==> config.mk <==
export PLATFORM = sky130hd
export DESIGN_NAME = tx_fc_credit_gate_flat
export DESIGN_NICKNAME = d
export VERILOG_FILES = /design/src/rtl/tx_fc_credit_gate_if.sv /design/src/rtl/tx_fc_credit_gate.sv /design/src/flat_wrapper.sv
export SDC_FILE = /design/constraint.sdc
export NUM_CORES = 1
export LEC_CHECK = 0
export CAP_MARGIN = 15
export CORE_ASPECT_RATIO = 0.8
export CORE_MARGIN = 2
export CORE_UTILIZATION = 55
export CTS_BUF_LIST = sky130_fd_sc_hd__clkbuf_16
export CTS_CLUSTER_SIZE = 30
export DETAILED_ROUTE_END_ITERATION = 8
export GPL_TIMING_DRIVEN = 0
export HOLD_SLACK_MARGIN = 0.15
export PLACE_DENSITY = 0.79
export REMOVE_ABC_BUFFERS = 1
export SLEW_MARGIN = 20
export SYNTH_ARGS = -nofsm -noshare
export SYNTH_HDL_FRONTEND = slang
export SYNTH_SLANG_ARGS = --single-unit
==> constraint.sdc <==
create_clock -name clk -period 20.8 [get_ports clk]
set_clock_uncertainty 0.15 [all_clocks]
set_input_delay 2.08 -clock clk [delete_from_list [all_inputs] [get_ports clk]]
set_output_delay 2.08 -clock clk [all_outputs]
set_load 0.05 [all_outputs]
==> src/rtl/tx_fc_credit_gate_if.sv <==
// Handshake bundle between the Tx arbiter/DLL side (master) and the flow-control credit gate (slave).
// Carries the credit updates, the per-cycle request set and the registered grant result.
interface tx_fc_credit_gate_if #(
  parameter int unsigned FC_HDR_WIDTH  = 12,
  parameter int unsigned FC_DATA_WIDTH = 16,
  parameter int unsigned NUM_FC_TYPES  = 3,
  parameter int unsigned NUM_REQ       = 2
);
  localparam int unsigned TYPE_W = (NUM_FC_TYPES > 1) ? $clog2(NUM_FC_TYPES) : 1;
  localparam int unsigned RES_W  = $clog2(NUM_REQ + 1);

  logic                        fc_upd_valid;
  logic [TYPE_W-1:0]           fc_upd_type;
  logic [FC_HDR_WIDTH-1:0]     fc_upd_hdr;
  logic [FC_DATA_WIDTH-1:0]    fc_upd_data;
  logic [2*NUM_REQ-1:0]        req_cmd;
  logic [TYPE_W*NUM_REQ-1:0]   req_type;
  logic [10*NUM_REQ-1:0]       req_len;
  logic [NUM_REQ-1:0]          req_has_data;
  logic                        res_valid;
  logic [RES_W-1:0]            res_grant_cnt;

  modport master (
    output fc_upd_valid, fc_upd_type, fc_upd_hdr, fc_upd_data,
    output req_cmd, req_type, req_len, req_has_data,
    input  res_valid, res_grant_cnt
  );

  modport slave (
    input  fc_upd_valid, fc_upd_type, fc_upd_hdr, fc_upd_data,
    input  req_cmd, req_type, req_len, req_has_data,
    output res_valid, res_grant_cnt
  );
endinterface

==> src/rtl/tx_fc_credit_gate.sv <==
// Transmit flow-control credit tracker and in-order gate with modulo credit arithmetic.
// Optional per-type stall counters are enabled by defining TX_FC_STALL_CNT_EN.
module tx_fc_credit_gate #(
  parameter int unsigned FC_HDR_WIDTH  = 12,
  parameter int unsigned FC_DATA_WIDTH = 16,
  parameter int unsigned NUM_FC_TYPES  = 3,
  parameter int unsigned NUM_REQ       = 2
) (
  input  logic clk,
  input  logic rst_n,
`ifdef TX_FC_STALL_CNT_EN
  input  logic                       stall_clr,
  output logic [16*NUM_FC_TYPES-1:0] stall_cnt,
`endif
  tx_fc_credit_gate_if.slave bus
);
  localparam int unsigned NT     = NUM_FC_TYPES;
  localparam int unsigned TYPE_W = (NUM_FC_TYPES > 1) ? $clog2(NUM_FC_TYPES) : 1;
  localparam int unsigned RES_W  = $clog2(NUM_REQ + 1);
  localparam logic [FC_HDR_WIDTH-1:0]  HdrHalf  = {1'b1, {(FC_HDR_WIDTH-1){1'b0}}};
  localparam logic [FC_DATA_WIDTH-1:0] DataHalf = {1'b1, {(FC_DATA_WIDTH-1){1'b0}}};
  localparam logic [1:0] CmdCheck   = 2'b01;
  localparam logic [1:0] CmdConsume = 2'b10;

  logic [FC_HDR_WIDTH-1:0]  hdr_cl_q [NT], hdr_cl_d [NT], hdr_cc_q [NT], hdr_cc_d [NT];
  logic [FC_DATA_WIDTH-1:0] data_cl_q [NT], data_cl_d [NT], data_cc_q [NT], data_cc_d [NT];
  logic [NT-1:0]            lim_vld_q, lim_vld_d, hdr_inf_q, hdr_inf_d, data_inf_q, data_inf_d;
  logic                     res_valid_q, res_valid_d;
  logic [RES_W-1:0]         grant_cnt_q, grant_cnt_d;

  logic [FC_HDR_WIDTH-1:0]  hdr_run [NT];
  logic [FC_DATA_WIDTH-1:0] data_run [NT];
  logic [FC_HDR_WIDTH-1:0]  hdr_need;
  logic [FC_DATA_WIDTH-1:0] data_need, data_req_w;
  logic [1:0]               cmd;
  logic [TYPE_W-1:0]        typ, tidx, uidx;
  logic [9:0]               len;
  logic [8:0]               data_req;
  logic                     is_op, type_ok, upd_ok, hdr_ok, data_ok, pass, eval_go;

  always_comb begin
    hdr_cl_d    = hdr_cl_q;
    hdr_cc_d    = hdr_cc_q;
    data_cl_d   = data_cl_q;
    data_cc_d   = data_cc_q;
    lim_vld_d   = lim_vld_q;
    hdr_inf_d   = hdr_inf_q;
    data_inf_d  = data_inf_q;
    hdr_run     = hdr_cc_q;
    data_run    = data_cc_q;
    grant_cnt_d = '0;
    res_valid_d = 1'b0;
    eval_go     = 1'b1;
    cmd = '0; typ = '0; tidx = '0; len = '0; data_req = '0; data_req_w = '0;
    hdr_need = '0; data_need = '0; is_op = 1'b0; type_ok = 1'b0;
    hdr_ok = 1'b0; data_ok = 1'b0; pass = 1'b0;

    // Running CC copies let later requests see credits of earlier grants in this cycle.
    for (int k = 0; k < NUM_REQ; k++) begin
      cmd     = bus.req_cmd[2*k +: 2];
      typ     = bus.req_type[TYPE_W*k +: TYPE_W];
      len     = bus.req_len[10*k +: 10];
      is_op   = (cmd == CmdCheck) || (cmd == CmdConsume);
      type_ok = 32'(typ) < NT;
      tidx    = type_ok ? typ : '0;
      if (!bus.req_has_data[k])  data_req = '0;
      else if (len == 10'd0)     data_req = 9'd256;
      else                       data_req = {1'b0, len[9:2]} + 9'(len[1:0] != 2'b00);
      data_req_w = FC_DATA_WIDTH'(data_req);
      hdr_need   = hdr_run[tidx] + FC_HDR_WIDTH'(1);
      data_need  = data_run[tidx] + data_req_w;
      hdr_ok     = hdr_inf_q[tidx] || ((hdr_cl_q[tidx] - hdr_need) <= HdrHalf);
      data_ok    = data_inf_q[tidx] || ((data_cl_q[tidx] - data_need) <= DataHalf);
      pass       = is_op && type_ok && lim_vld_q[tidx] && hdr_ok && data_ok;
      res_valid_d = res_valid_d | is_op;
      if (eval_go && pass) begin
        grant_cnt_d     = grant_cnt_d + RES_W'(1);
        hdr_run[tidx]   = hdr_need;
        data_run[tidx]  = data_need;
        if (cmd == CmdConsume) begin
          if (!hdr_inf_q[tidx])  hdr_cc_d[tidx]  = hdr_cc_d[tidx] + FC_HDR_WIDTH'(1);
          if (!data_inf_q[tidx]) data_cc_d[tidx] = data_cc_d[tidx] + data_req_w;
        end
      end else begin
        eval_go = 1'b0;
      end
    end

    // Zero on the first update means infinite; an infinite field ignores all later updates.
    upd_ok = bus.fc_upd_valid && (32'(bus.fc_upd_type) < NT);
    uidx   = upd_ok ? bus.fc_upd_type : '0;
    if (upd_ok) begin
      lim_vld_d[uidx] = 1'b1;
      if (!hdr_inf_q[uidx]) begin
        hdr_cl_d[uidx] = bus.fc_upd_hdr;
        if (!lim_vld_q[uidx] && bus.fc_upd_hdr == '0) hdr_inf_d[uidx] = 1'b1;
      end
      if (!data_inf_q[uidx]) begin
        data_cl_d[uidx] = bus.fc_upd_data;
        if (!lim_vld_q[uidx] && bus.fc_upd_data == '0) data_inf_d[uidx] = 1'b1;
      end
    end
  end

  always_ff @(posedge clk) begin
    if (!rst_n) begin
      for (int t = 0; t < NT; t++) begin
        hdr_cl_q[t]  <= '0;
        hdr_cc_q[t]  <= '0;
        data_cl_q[t] <= '0;
        data_cc_q[t] <= '0;
      end
      lim_vld_q   <= '0;
      hdr_inf_q   <= '0;
      data_inf_q  <= '0;
      res_valid_q <= 1'b0;
      grant_cnt_q <= '0;
    end else begin
      hdr_cl_q    <= hdr_cl_d;
      hdr_cc_q    <= hdr_cc_d;
      data_cl_q   <= data_cl_d;
      data_cc_q   <= data_cc_d;
      lim_vld_q   <= lim_vld_d;
      hdr_inf_q   <= hdr_inf_d;
      data_inf_q  <= data_inf_d;
      res_valid_q <= res_valid_d;
      grant_cnt_q <= grant_cnt_d;
    end
  end

  assign bus.res_valid     = res_valid_q;
  assign bus.res_grant_cnt = grant_cnt_q;

`ifdef TX_FC_STALL_CNT_EN
  logic [15:0]       stall_q [NT], stall_d [NT];
  logic [1:0]        s_cmd;
  logic [TYPE_W-1:0] s_typ;
  logic              s_found;

  // The first non-NOP request beyond the granted prefix is charged to its type.
  always_comb begin
    stall_d = stall_q;
    s_found = 1'b0;
    s_cmd   = '0;
    s_typ   = '0;
    for (int k = 0; k < NUM_REQ; k++) begin
      s_cmd = bus.req_cmd[2*k +: 2];
      s_typ = bus.req_type[TYPE_W*k +: TYPE_W];
      if (!s_found && (k >= 32'(grant_cnt_d)) &&
          ((s_cmd == CmdCheck) || (s_cmd == CmdConsume))) begin
        s_found = 1'b1;
        if ((32'(s_typ) < NT) && (stall_d[s_typ] != 16'hFFFF)) begin
          stall_d[s_typ] = stall_d[s_typ] + 16'd1;
        end
      end
    end
    if (stall_clr) begin
      for (int t = 0; t < NT; t++) stall_d[t] = '0;
    end
  end

  always_ff @(posedge clk) begin
    if (!rst_n) begin
      for (int t = 0; t < NT; t++) stall_q[t] <= '0;
    end else begin
      stall_q <= stall_d;
    end
  end

  always_comb begin
    for (int t = 0; t < NT; t++) stall_cnt[16*t +: 16] = stall_q[t];
  end
`endif
endmodule
==> src/flat_wrapper.sv <==
// flat-port wrapper written by rule: the top's interface ports become plain ports
module tx_fc_credit_gate_flat 
#(
  parameter int unsigned FC_HDR_WIDTH  = 12,
  parameter int unsigned FC_DATA_WIDTH = 16,
  parameter int unsigned NUM_FC_TYPES  = 3,
  parameter int unsigned NUM_REQ       = 2
)
  (clk, rst_n, bus_fc_upd_valid, bus_fc_upd_type, bus_fc_upd_hdr, bus_fc_upd_data, bus_req_cmd, bus_req_type, bus_req_len, bus_req_has_data, bus_res_valid, bus_res_grant_cnt);
  tx_fc_credit_gate_if #(.FC_HDR_WIDTH(FC_HDR_WIDTH), .FC_DATA_WIDTH(FC_DATA_WIDTH), .NUM_FC_TYPES(NUM_FC_TYPES), .NUM_REQ(NUM_REQ)) bus_i ();
  input  logic clk;
  input  logic rst_n;
  input wire logic [$bits(bus_i.fc_upd_valid)-1:0] bus_fc_upd_valid;
  input wire logic [$bits(bus_i.fc_upd_type)-1:0] bus_fc_upd_type;
  input wire logic [$bits(bus_i.fc_upd_hdr)-1:0] bus_fc_upd_hdr;
  input wire logic [$bits(bus_i.fc_upd_data)-1:0] bus_fc_upd_data;
  input wire logic [$bits(bus_i.req_cmd)-1:0] bus_req_cmd;
  input wire logic [$bits(bus_i.req_type)-1:0] bus_req_type;
  input wire logic [$bits(bus_i.req_len)-1:0] bus_req_len;
  input wire logic [$bits(bus_i.req_has_data)-1:0] bus_req_has_data;
  output wire logic [$bits(bus_i.res_valid)-1:0] bus_res_valid;
  output wire logic [$bits(bus_i.res_grant_cnt)-1:0] bus_res_grant_cnt;
  assign bus_i.fc_upd_valid = bus_fc_upd_valid;
  assign bus_i.fc_upd_type = bus_fc_upd_type;
  assign bus_i.fc_upd_hdr = bus_fc_upd_hdr;
  assign bus_i.fc_upd_data = bus_fc_upd_data;
  assign bus_i.req_cmd = bus_req_cmd;
  assign bus_i.req_type = bus_req_type;
  assign bus_i.req_len = bus_req_len;
  assign bus_i.req_has_data = bus_req_has_data;
  assign bus_res_valid = bus_i.res_valid;
  assign bus_res_grant_cnt = bus_i.res_grant_cnt;
  tx_fc_credit_gate #(.FC_HDR_WIDTH(FC_HDR_WIDTH), .FC_DATA_WIDTH(FC_DATA_WIDTH), .NUM_FC_TYPES(NUM_FC_TYPES), .NUM_REQ(NUM_REQ)) u_core (.clk(clk), .rst_n(rst_n), .bus(bus_i));
endmodule
Word level (Yosys, flattened, before mapping)

Index checks and enable logic that the tools add are counted.

Input port bits: 63
Word-level logic and storage cells: 185
Output and inout bits: 3
Register bits: 180

$lt $le $gt $ge: 17
Bitwise gates (word level): 9
Multiplexer cells: 92
Reductions and logical operators: 33
Add/sub/neg operators: 13
Equal/unequal tests: 4

Operators with widths:

| cell                                                             | number |
|---|---|
| 48-bit two-way mux                                               | 7 |
| 36-bit two-way mux                                               | 7 |
| 16-bit two-way mux                                               | 13 |
| 16-bit binary-select mux with 2-bit select                       | 5 |
| 12-bit two-way mux                                               | 13 |
| 48-bit bitwise mux                                               | 3 |
| 12-bit binary-select mux with 2-bit select                       | 5 |
| 36-bit bitwise mux                                               | 3 |
| 16-bit demux with 2-bit select                                   | 3 |
| 12-bit demux with 2-bit select                                   | 3 |
| 16-bit by 9-bit adder with 16-bit output                         | 3 |
| 12-bit by 1-bit adder with 12-bit output (second input constant) | 3 |
| 9-bit two-way mux                                                | 4 |
| 16-bit less-or-equal comparator (second input constant)          | 2 |
| 16-bit subtractor                                                | 2 |
| 12-bit less-or-equal comparator (second input constant)          | 2 |
| 12-bit subtractor                                                | 2 |
| 10-bit logical NOT                                               | 2 |
| 8-bit by 1-bit adder with 9-bit output                           | 2 |
| 1-bit binary-select mux with 2-bit select                        | 9 |
| 1-bit logical AND                                                | 16 |
| 16-bit logical NOT                                               | 1 |
| 12-bit logical NOT                                               | 1 |
| 1-bit two-way mux                                                | 12 |
| other kinds (19)                                                 | 45 |

Logic depth before layout (Yosys ltp)

Gate-level depths: netlist of run 1.

Depth after elaboration: 24
Gate-level depth with buffers: 56
Mapped depth without buffers: 47

Worst setup path before layout of run 1

OpenSTA, ideal clock, no wires.

Path type: in2reg
Start: input port bus_req_type[0]
End: register u_core.hdr_cc_q[34] in the netlist's numbering
Stages: 52
Path buffers: 11
Data required time: 20578 ps
Setup slack: 7356 ps
Setup time: 72 ps
Arrival time: 13223 ps
Cells stage by stage: inv_1 -> ha_1 -> buf_4 -> buf_2 -> buf_1 -> clkbuf_1 -> mux2i_1 -> o21ai_0 -> ha_1 -> fa_1 -> a21o_1 -> a21oi_1 -> o21bai_1 -> a21oi_1 -> o21bai_1 -> a211oi_1 -> nor3_1 -> xnor2_1 -> [... 16 more ...] -> inv_1 -> ha_1 -> a21o_1 -> a21o_1 -> a21oi_1 -> a311oi_1 -> or3b_2 -> o211ai_1 -> o21ai_0 -> o31ai_1 -> a2111o_1 -> o311a_1 -> o31ai_1 -> buf_4 -> nor4_1 -> buf_2 -> buf_2 -> mux2i_1

Cells in the longest elaborated chain, start to end: 24
Elaborated cells between the ends (all ways): 73
Classes of those cells: 9 x add/sub; 7 x order compare; 44 x mux; 1 x bitwise; 12 x reduce/logical

Ends and longest elaborated chain:

| item                                                                                              | line                     | source |
|---|---|---|
| from (decl)                                                                                       | flat_wrapper.sv:18       | `input wire logic [$bits(bus_i.req_type)-1:0] bus_req_type;` |
| parallel branches: the longest is 23 deep, another holds 16-bit by 9-bit adder with 16-bit output | --                       |  |
| 36-bit two-way mux (*)                                                                            | tx_fc_credit_gate.sv:76  | `if (eval_go && pass) begin` |
| to (signal assigned)                                                                              | tx_fc_credit_gate.sv:120 | `hdr_cc_q <= hdr_cc_d;` |
| to (decl)                                                                                         | tx_fc_credit_gate.sv:25  | `logic [FC_HDR_WIDTH-1:0] hdr_cl_q [NT], hdr_cl_d [NT], hdr_cc_q [NT], hdr_cc_d [NT];` |

Mark *: on every way between the ends. The select of a mux whose other input is x is not followed.
A chain may end at the register's enable or synchronous reset.

Worst setup path after layout of run 1

Start: input port bus_req_type[0]
End: register u_core.hdr_cc_q[27] in the netlist's numbering

The elaborated chain is that of the path after synthesis.

==> impl_metrics.csv, run 1 <==
group,metric,value,unit
clocking,post-cts-setup-buffers,0,
setup_path,crit_cells,49,
routing,drt-vias-per-instance,6.81,
pwr,power,0.934,mW
setup_path,crit_path_start_kind,"input port",
logic_synthesis,synth_area_leaders,"dfxtp_1 21%, mux2i_1 9.7%, nand2_1 7.7%",
logic_synthesis,synth-xor-area-share,3.92,%
routing,drc,0,
clocking,cts_hold_buf,0,
logic_synthesis,yosys_warnings,0,
cells_and_area,syn2layout_area_growth,10.1,%
global_routing,grt.total_usage,35.5,%
clocking,cts_tree,"done",
logic_synthesis,synthSimpleGateAreaFrac,22.2,%
floorplan,initial_core_util,56.2,%
setup_path,max_stage_delay,900,ps
setup_path,r2r_slack,7500,ps
cells_and_area,nets,2491,
floorplan,dieArea,0.0325,mm²
floorplan,die_h,162,µm
setup_path,timing.rr.end,"u_core.hdr_cc_q[27]",
sta,hold_violations,0,
placed_design,place_inst,2716,
clocking,ctsResizeCount,0,
sta,finalSetupViolCount,0,
sta,relSlewSlack,17.8,%
setup_path,crit_path_end_kind,"flop",
clocking,cts_sinks,180,
pwr,powerDensity,49.6,mW/mm²
routing,wl,60.0,mm
setup_path,crit_top_cell,"a21oi_1",
floorplan,die_x,201,µm
pwr,max-vdd-ir-drop,0.0000746,V
floorplan,ioPinCount,66,
setup_path,cp.required,21020,ps
logic_synthesis,synth.most_common_cell,"nand2_1",
logic_synthesis,yosysSeqAreaShare,21.1,%
logic_synthesis,synth_flop_cell,"dfxtp_1",
sta,worst_pin_slew,1230,ps
global_routing,grt_start_max_net_pins,122,
clocking,clockBufferDepth,2,
sta,grt_setup_unrepaired,"false",
worst_hold_path,hold_class,"flop to flop",
logic_synthesis,yosys-top-cells-count,"349 x nand2_1, 257 x a21oi_1, 184 x nor2_1, 180 x dfxtp_1, 166 x mux2i_1",
placed_design,dp_hpwl,41.9,mm
sta,slew_viol_final,0,
setup_path,crit_family,"compound AO/OA/AOI/OAI gates",
placed_design,gp_congestion,0.950,
sta,min_period,16360,ps
routing,drtAntennaViolNets,0,
floorplan,rows,57,
cells_and_area,drive_gt1_share,5.91,%
logic_synthesis,synthMuxAreaShare,11.2,%
logic_synthesis,synthArstFlopShare,0,%
global_routing,grt-ovfl-total,0,
placed_design,io_buffers,65,
worst_hold_path,min-delay-start,"u_core.hdr_cl_q[4]",
clocking,clock_latency,450,ps
routing,drtIter0Drc,2843,
routing,vias,18722,
pwr,p_leak,6.67,nW
worst_hold_path,holdPathStages,2,
global_routing,grt_pass1_vias,17123,
clocking,cts_buffers,17,
logic_synthesis,ys_ff_latch,180,
logic_synthesis,avgSynthCellArea,7.26,µm²
setup_path,worstReg2RegStart,"u_core.data_cc_q[32]",
cells_and_area,stdcell_count,2748,
sta,whs,323,ps
sta,final.setup.tns,0,ps
routing,first_pass_iters,6,
run_status,status,"finished, final reports clean",
logic_synthesis,synth_edf_count,0,
clocking,h-tree-depth,4,
setup_path,crit_buf_inv,8,
global_routing,grt_pass1_wl,92.7,mm
logic_synthesis,synth_top_cell_area_share,21.1,%
logic_synthesis,synthCells,2355,
routing,routedWlPerCell,21.8,µm
logic_synthesis,synth_top_family_by_area,"compound AO/OA/AOI/OAI gates",
clocking,clk_pin_slew,70,ps
logic_synthesis,synth_compound_area_share,27.3,%
cells_and_area,diodes,0,
sta,fin_crit_sh,78.7,%
setup_path,worst-path-max-fanout,59,
setup_path,cp.arrival,16580,ps
logic_synthesis,synthAdderAreaFrac,8.37,%
setup_path,r2r_cells,45,
job,maxCapViolations,0,
setup_path,slowest_stage,"nor4_2",
worst_hold_path,hold_end,"u_core.hdr_cl_q[4]",
logic_synthesis,synth.distinct_cells,84,
clocking,cts_root_buf,"clkbuf_16",
logic_synthesis,synthesis.area,0.0171,mm²
floorplan,coreArea,0.0305,mm²
global_routing,antenna_found_initial,1,
sta,clock.fmax,0.0611,GHz
setup_path,criticalPathCategory,"input port to flop",
logic_synthesis,yosysTopAreaCell,"dfxtp_1",
-- worst min-delay path, cell delays in order, from the launching register on --
cell and delay (ps):
dfxtp_1 320, nand2_1 50, a21oi_1 50
-- registers in the layout, summed over array words and instances, names as in the netlist --
name and cells:
u_core.lim_vld_q 3, u_core.data_cc_q 48, u_core.hdr_cl_q 36, u_core.data_cl_q 48
u_core.bus.res_valid 1, u_core.bus.res_grant_cnt 2, u_core.data_inf_q 3, u_core.hdr_cc_q 36
u_core.hdr_inf_q 3
-- worst max path at each step --
stage / from / endpoint / slack, ps
global route: bus_req_type[0] / u_core.hdr_cc_q[26] / 3840
detailed placement: bus_req_type[0] / u_core.hdr_cc_q[27] / 4250
CTS: bus_req_type[0] / u_core.hdr_cc_q[26] / 4690
finish: bus_req_type[0] / u_core.hdr_cc_q[27] / 4440
global placement: bus_req_type[0] / u_core.hdr_cc_q[25] / -5790
floorplan: bus_req_type[0] / u_core.hdr_cc_q[25] / 2690
-- cells in the final DEF, fill, tap and decap left out, types with 47 or more instances in the layout --
master / instances
nor2_1: 181
a211oi_1: 67
dfxtp_1: 180
inv_1: 99
ha_1: 87
mux2i_1: 165
nand2_1: 348
o21ai_0: 149
clkdlybuf4s50_1: 64
a21oi_1: 257
xnor2_1: 47
-- layout make-up --
class	instances	area (µm²)
Clock buffer	17	425
Timing Repair Buffer	96	1100
Clock inverter	15	143
Sequential cell	180	3600
Inverter	102	390
Multi-Input combinational cell	1925	12700
Tap cell	413	517
Fill cell	2771	11600
-- report_power, final --
group	internal [mW]	total (mW)	leakage (nW)	switching, mW
Clock	0.176	0.328	0.273	0.152
Sequential	0.350	0.355	1.46	0.00456
Combinational	0.0912	0.251	4.94	0.160
-- cells by family after synthesis --
logic type                 after synthesis
and+or+nand+nor                        809
buffers and inverters                  250
xor gates and xnor gates                75
muxes                                  188
adders and majority gates              106
AOI/OAI and AO/OA                      747
DFF                                    180
-- routing by layer --
metal  global-route usage, %  share of wire (%)  vias up
met2                    53.3                 42     1334
met3                    11.1                 14      195
met5                       0                  0        -
li1                        -                  -     8475
met1                    48.2                 40     8718
met4                    12.6                3.2        0
-- through the flow --
stage | setup WS, ps | util, % | instance area, µm²
2_1_floorplan | 2690 | - | 16500
3_3_place_gp | -5790 | 57.9 | 17600
3_5_place_dp | 4250 | 60.0 | 18300
4_1_cts | 4690 | 61.8 | 18800
5_1_grt | 3840 | 61.8 | 18800
6_report | 4440 | 61.8 | 18800
No activity file was read; power rests on OpenSTA's default activity.
==> inputs of run 2 (changes only) <==
--- a/config.mk
+++ b/config.mk
@@ -14,7 +14,7 @@
 export DETAILED_ROUTE_END_ITERATION = 8
 export GPL_TIMING_DRIVEN = 0
 export HOLD_SLACK_MARGIN = 0.15
-export PLACE_DENSITY = 0.79
+export PLACE_DENSITY = 0.82
 export REMOVE_ABC_BUFFERS = 1
 export SLEW_MARGIN = 20
 export SYNTH_ARGS = -nofsm -noshare
==> constraint.sdc (replaced) <==
create_clock -name clk -period 14.9 [get_ports clk]
set_clock_uncertainty 0.15 [all_clocks]
set_input_delay 1.49 -clock clk [delete_from_list [all_inputs] [get_ports clk]]
set_output_delay 1.49 -clock clk [all_outputs]
set_load 0.05 [all_outputs]
==> run 2 against run 1 <==
Effect of this change:
- cell count grew 0.44%
- wire length grew 0.56%
- first-iteration DRC count increased by 9.5%
- total power increased by 43%
- largest power group unchanged
==> impl_metrics.csv, run 2 (synthesis gave the netlist of run 1 again) <==
group,metric,value,unit
setup_path,r2r_cells,44,
clocking,cts_sinks,180,
floorplan,die_h,162,µm
sta,min_period,14220,ps
routing,drt-vias-per-instance,6.86,
setup_path,worst-path-max-fanout,45,
cells_and_area,syn2layout_area_growth,11.5,%
worst_hold_path,hold_class,"flop to flop",
clocking,cts_root_buf,"clkbuf_16",
global_routing,grt_start_max_net_pins,119,
sta,slew_viol_final,0,
global_routing,grt-ovfl-total,0,
pwr,p_leak,6.80,nW
floorplan,ioPinCount,66,
placed_design,pre_cts_slack,-1160,ps
routing,routedWlPerCell,21.9,µm
global_routing,grt.total_usage,35.7,%
cells_and_area,nets,2502,
sta,hold_violations,0,
routing,vias,18936,
setup_path,crit_buf_inv,11,
cells_and_area,seq_area,0.00360,mm²
worst_hold_path,holdPathStages,2,
sta,relSlewSlack,15.9,%
global_routing,grt_pass1_wl,92.9,mm
sta,clock.fmax,0.0703,GHz
pwr,powerDensity,70.0,mW/mm²
sta,finalSetupViolCount,0,
clocking,cts_buffers,17,
cells_and_area,multi_input_area,0.0127,mm²
cells_and_area,top_regs,"u_core.data_cc_q (48), u_core.data_cl_q (48)",
setup_path,max_stage_delay,560,ps
routing,drc,0,
setup_path,criticalPathCategory,"input port to flop",
clocking,clk_pin_slew,70,ps
floorplan,initial_core_util,56.2,%
global_routing,grt_pass1_vias,17453,
cells_and_area,final_core_util,62.6,%
sta,worst_pin_slew,1260,ps
placed_design,place_area,0.0183,mm²
placed_design,gp_congestion,0.957,
run_status,status,"finished, final reports clean",
cells_and_area,layout_commonest_cell,"nand2_1",
placed_design,dp_hpwl,41.6,mm
clocking,clock_latency,470,ps
setup_path,cp.arrival,14470,ps
routing,first_pass_iters,7,
floorplan,die_x,201,µm
clocking,cts_tree,"done",
job,maxCapViolations,0,
setup_path,crit_path_start_kind,"input port",
setup_path,cp.required,15150,ps
routing,wl,60.3,mm
setup_path,crit_cells,50,
setup_path,crit_family,"compound AO/OA/AOI/OAI gates",
setup_path,crit_path_end_kind,"flop",
pwr,max-vdd-ir-drop,0.0000914,V
floorplan,rows,57,
setup_path,slowest_stage,"clkdlybuf4s50_1",
placed_design,io_buffers,65,
setup_path,crit_top_cell,"a21oi_1",
routing,drtIter0Drc,3112,
clocking,h-tree-depth,4,
cells_and_area,num-fill-cells,2687,
floorplan,dieArea,0.0325,mm²
floorplan,coreArea,0.0305,mm²
cells_and_area,fin_area,0.0191,mm²
global_routing,antenna_found_initial,1,
sta,fin_ws,684,ps
sta,grt_setup_unrepaired,"false",
sta,fin_crit_sh,95.4,%
routing,drtAntennaViolNets,0,
clocking,clockBufferDepth,2,
cells_and_area,drive_gt1_share,6.73,%
cells_and_area,final_cell_mix,"346 x nand2_1, 257 x a21oi_1, 180 x nor2_1, 180 x dfxtp_1, 165 x mux2i_1",
## run 2: worst paths after layout
kind	start	end	slack (ps)
worst max-delay path	bus_req_type[1]	u_core.data_cc_q[41]	680
worst min-delay path	u_core.hdr_cl_q[1]	u_core.hdr_cl_q[1]	320
worst max register to register	u_core.data_cc_q[0]	u_core.data_cc_q[41]	3050
worst min register to register	u_core.hdr_cl_q[1]	u_core.hdr_cl_q[1]	320
## run 2: power by group
group          total (mW)  internal, mW  switching [mW]
Combinational       0.357         0.129           0.229
Clock               0.482         0.253           0.229
Sequential          0.495         0.489         0.00633
## run 2: through the flow
step	hold slack, ps	instances	power, mW	setup TNS, ps
after floorplan	298	2207	0.725	-147320
after global placement	304	2685	0.821	-809490
after detailed placement	312	2715	0.845	-65640
after CTS	321	2752	1.32	0
after global routing	337	2759	1.37	0
final	321	2760	1.33	0
## run 2: final cells by class
cell class                 instances  area share [%]
inverter                         102            2.05
timing repair buffer             106            6.40
sequential                       180            18.9
clock buffer                      17            2.23
tap                              413            2.71
multi-input combinational       1926            66.8
clock inverter                    15           0.886
antenna                            1          0.0131
## run 2: repair_timing
| action | in CTS | in global routing |
|---|---|---|
| hold buffers | 0 | 0 |
| pin swaps | 1 | 5 |
| resized for setup | 5 | 11 |
| buffers inserted | 5 | 6 |
| gates cloned | 0 | 1 |
| setup endpoints to repair | 83 | 86 |
## run 2: metal layers
layer	wire length (µm)	part of all wire (%)	GRT usage, %	vias up
met5	121	0.20	2.53	-
met4	2100	3.5	14.1	4
met3	8730	14	12.6	257
met2	25800	43	54.4	1400
met1	23600	39	46.1	8779
li1	-	-	-	8496
## run 2: worst reg2reg max path: cells and delay by family, from the launching register on
family	cells	cell delay, ps
muxes	2	480
buffers and inverters	7	1420
xor gates and xnor gates	1	220
adders and majority gates	5	1990
AOI/OAI and AO/OA	22	5240
DFF	1	340
and+or+nand+nor	7	1960
